$ cat src/rtl/ro_freq_counter.sv
// Frequency counter for a free-running oscillator: gates its enable, synchronizes
// its output into clk and counts rising edges over a fixed window of clk cycles.
`timescale 1ns/1ps
module ro_freq_counter #(
  parameter int GATE_CYCLES   = 1024,
  parameter int SETTLE_CYCLES = 8,
  parameter int SYNC_STAGES   = 2,
  parameter int CNT_W         = 16
) (
  input  logic             clk,
  input  logic             rst_n,
  input  logic             start,
  input  logic             ro_in,
  output logic             ro_en,
  output logic             busy,
  output logic [CNT_W-1:0] count,
  output logic             overflow,
  output logic             cnt_valid,
  input  logic             cnt_ready
);

  localparam int TMAX = (GATE_CYCLES > SETTLE_CYCLES) ? GATE_CYCLES : SETTLE_CYCLES;
  localparam int TW   = $clog2(TMAX + 1);

  typedef enum logic [1:0] {IDLE, SETTLE, MEASURE, DONE} state_t;

  state_t                 state, state_d;
  logic [SYNC_STAGES-1:0] sync_pipe;
  logic                   prev;
  logic [TW-1:0]          timer;
  logic                   sync_out, rise;

  assign sync_out = sync_pipe[SYNC_STAGES-1];
  assign rise     = sync_out & ~prev;
  assign busy     = (state != IDLE);

  always_ff @(posedge clk or negedge rst_n) begin
    if (!rst_n) state <= IDLE;
    else        state <= state_d;
  end

  // SETTLE spans SETTLE_CYCLES+1 edges so that start at edge k yields
  // cnt_valid right after edge k+SETTLE_CYCLES+GATE_CYCLES+1.
  always_comb begin
    state_d = state;
    case (state)
      IDLE:    if (start)                          state_d = SETTLE;
      SETTLE:  if (timer == TW'(SETTLE_CYCLES))    state_d = MEASURE;
      MEASURE: if (timer == TW'(GATE_CYCLES - 1))  state_d = DONE;
      DONE:    if (cnt_ready)                      state_d = IDLE;
      default:                                     state_d = IDLE;
    endcase
  end

  // prev follows the synchronized input in every state, so a level already
  // high when MEASURE opens is not mistaken for an edge.
  always_ff @(posedge clk or negedge rst_n) begin
    if (!rst_n) begin
      sync_pipe <= '0;
      prev      <= 1'b0;
      timer     <= '0;
      count     <= '0;
      overflow  <= 1'b0;
      ro_en     <= 1'b0;
      cnt_valid <= 1'b0;
    end else begin
      sync_pipe <= {sync_pipe[SYNC_STAGES-2:0], ro_in};
      prev      <= sync_out;
      timer     <= (state_d == state && (state == SETTLE || state == MEASURE))
                   ? timer + 1'b1 : '0;
      ro_en     <= (state_d == SETTLE || state_d == MEASURE);
      cnt_valid <= (state_d == DONE);
      if (state == IDLE && start) begin
        count    <= '0;
        overflow <= 1'b0;
      end else if (state == MEASURE && rise) begin
        if (&count) overflow <= 1'b1;
        else        count    <= count + 1'b1;
      end
    end
  end

endmodule

$ cat config.mk
export PLATFORM = sky130hd
export DESIGN_NAME = ro_freq_counter
export DESIGN_NICKNAME = d
export VERILOG_FILES = /design/src/rtl/ro_freq_counter.sv
export SDC_FILE = /design/constraint.sdc
export NUM_CORES = 1
export LEC_CHECK = 0
export ABC_CLOCK_PERIOD_IN_PS = 5400
export BUFFER_PORTS_ARGS = -buffer_cell sky130_fd_sc_hd__buf_2
export CAP_MARGIN = 40
export CORE_ASPECT_RATIO = 1.5
export CORE_MARGIN = 4
export CORE_UTILIZATION = 30
export DETAILED_ROUTE_END_ITERATION = 16
export HOLD_SLACK_MARGIN = 0.03
export MAX_ROUTING_LAYER = met4
export PLACE_DENSITY = 0.57
export SETUP_SLACK_MARGIN = 0.2
export SYNTH_ARGS = -nofsm -noshare
export SYNTH_HDL_FRONTEND = slang
export SYNTH_SLANG_ARGS = --single-unit
$ cat constraint.sdc
create_clock -name clk -period 5.4 [get_ports clk]
set_input_delay 0.81 -clock clk [delete_from_list [all_inputs] [get_ports clk]]
set_output_delay 0.81 -clock clk [all_outputs]
set_load 0.02 [all_outputs]
==> metrics <==
status finished, final reports clean; largest cells by area after synthesis dfrtp_1, xnor2_1, ha_1, nor3_2, xor2_1; first-pass GRT wire length 6870 µm; Initial Util 30.8%; Post-synth EDFFs 0; share of layout cells above drive strength 1 23.5%; Worst VDD drop 0.185 mV; Core Box Area 0.00617 mm²; nets 226; # rows 35; Non-Filler Instances 287; Distinct cells, synth 43; clock tree sinks 35; DIE AREA 0.00771 mm²; Final Power 864 µW; clock buffer depth 2; Crit-path slowest cell or3_1; syn_area_per_cell 10.3 µm²; maxcap violations 0; Layout area overhead 15.7%; Sequential Area 876 µm²; Top Ports 25; Worst path max stage delay 0.46 ns; width of the chip 73.1 µm; min Tclk post-route 2.14 ns; CP top delay family simple AND/OR/NAND/NOR gates; final slew viol count 0; share of flip-flops with an asynchronous set or reset 100%; total of flip-flops plus latches after synthesis 35; area of the multi-input gates 966 µm²; Worst Path Required 5.55 ns; worst-path cell chain inv_1, ha_1, nand3b_1, or3_1, nor4_2, xnor2_1, nor2_1; dominant cell type by area after synthesis dfrtp_1; worst skew pair latency 0.28 ns; vias per cell 4.88; final hold slack 0.352 ns; n_diodes 0; port buffer count 24; vias in the first global route 1,477; fillers 620; Final setup viols 0; Placer Congestion 0.795; cts bufs inserted 5; Inst Count DP 279; pwr/cell area 392 mW/mm²; GRT Util Overall 11.7%; Buf/Inv on CP 1; Syn Std Cell Area 0.00190 mm²; Synth Flop Type dfrtp_1; Tcrit/Tclk final 39.7%; CTS tree built; Final HPWL DP 3000 µm; vias 1,401; Synth top area share 46.0%; most frequent cell after synthesis dfrtp_1; Hold Crit Class flop to flop; Sum Neg Setup Slack 0 ns; drt initial violations 42; Synth Instances 185; P_leak 0.994 nW; remaining global-route overflow 0; initial antenna violation count 0; Worst EP arrival 2.29 ns; CP endpoint kind flop; worst setup slack after layout 3.26 ns; die height 106 µm; DR pass1 iterations 2; WS Path Type flop to flop; DRT antenna net count 0; worst-path maximum fanout 6; Max Clk Rate 0.467 GHz; clk root buf clkbuf_8; Post-Syn Nets 199; RSZ-0062 raised after global routing no; skew final 0.00792 ns; pre-CTS WS 3.19 ns; routed wire length per instance 14.0 µm; Final Hold Vio Count 0; Worst Setup Start Kind flop; worst-margin pin slew 0.783 ns; H-tree depth 2; drc violations 0; largest net degree at the start of global routing 36; post-CTS sizing 0; final WL 4010 µm; Setup Buffers After CTS 0; Syn. warnings 0; CTS Hold Bufs 0; Worst-path clk slew 0.07 ns; sequential-to-total area share from yosys stat 46.0%; Slew HR 47.8%; Commonest cells post-synth dfrtp_1, nor2_1, xnor2_1, nand2_1
==> cells by family (layout without fill, tap and decap cells) <==
kind of cell    Yosys count  in the layout  synth area share, %
flops                    35             35                 46.0
mux                       2              2                 1.05
fa+ha+maj                 9              9                 5.91
buf+inv                  14             42                 3.68
simple gates             81             81                 25.4
compound gates           21             21                 7.36
xor+xnor                 23             23                 10.6
==> state kept, by name (all words and copies together), names as in the netlist <==
| register | flops |
|---|---|
| timer | 11 |
| state | 2 |
| prev | 1 |
| count | 16 |
| sync_pipe | 2 |
| overflow | 1 |
| cnt_valid | 1 |
| ro_en | 1 |
==> area by class of cell <==
cell class              count  area share, %
clock buffers               8           4.54
inverters                   7           1.19
multi-input cells         136           43.8
flip-flops and latches     35           39.8
well taps                  74           4.20
repair buffers             27           6.47
==> placed cells by master (no fill, tap or decap), types with 4 or more instances in the layout <==
master / synthesis / routed
a21oi_1: 7 / 7
and3_1: 4 / 4
buf_2: 2 / 24
clkbuf_8: 0 / 7
dfrtp_1: 35 / 35
ha_1: 9 / 9
inv_1: 6 / 6
nand2_1: 11 / 11
nand3_1: 9 / 9
nand4_1: 6 / 6
nor2_1: 21 / 21
nor3_2: 10 / 10
xnor2_1: 13 / 13
xor2_1: 10 / 10
==> where the power goes <==
part	internal [mW]	switching, mW
sequential	0.288	0.0226
combinational	0.114	0.228
clock	0.117	0.0936
total	0.519	0.345
==> per-stage QoR <==
step	instance area [µm²]	utilization (%)
global route	2200	35.7
floorplan	1900	-
finish	2200	35.7
CTS	2200	35.7
global placement	2100	34.1
detailed placement	2100	34.1
==> worst paths after layout <==
path	startpoint	to	slack, ns	cells past startpoint
min in group asynchronous	rst_n	count[5]$_DFFE_PN0P_	0.61	1
worst max register to register	state[0]$_DFF_PN0_	count[13]$_DFFE_PN0P_	3.26	7
worst min-delay path	sync_pipe[0]$_DFF_PN0_	sync_pipe[1]$_DFF_PN0_	0.35	0
worst min register to register	sync_pipe[0]$_DFF_PN0_	sync_pipe[1]$_DFF_PN0_	0.35	0
worst max-delay path	state[0]$_DFF_PN0_	count[13]$_DFFE_PN0P_	3.26	7
max in group asynchronous	rst_n	count[1]$_DFFE_PN0P_	4.29	1
==> layer usage <==
| metal | routed length [µm] | track usage (%) |
|---|---|---|
| met1 | 1550 | 11.5 |
| met2 | 2280 | 21.4 |
| met3 | 137 | 2.77 |
| met4 | 45 | 4.22 |
| met5 | 0 | - |
(Power assumes the default switching activity.)
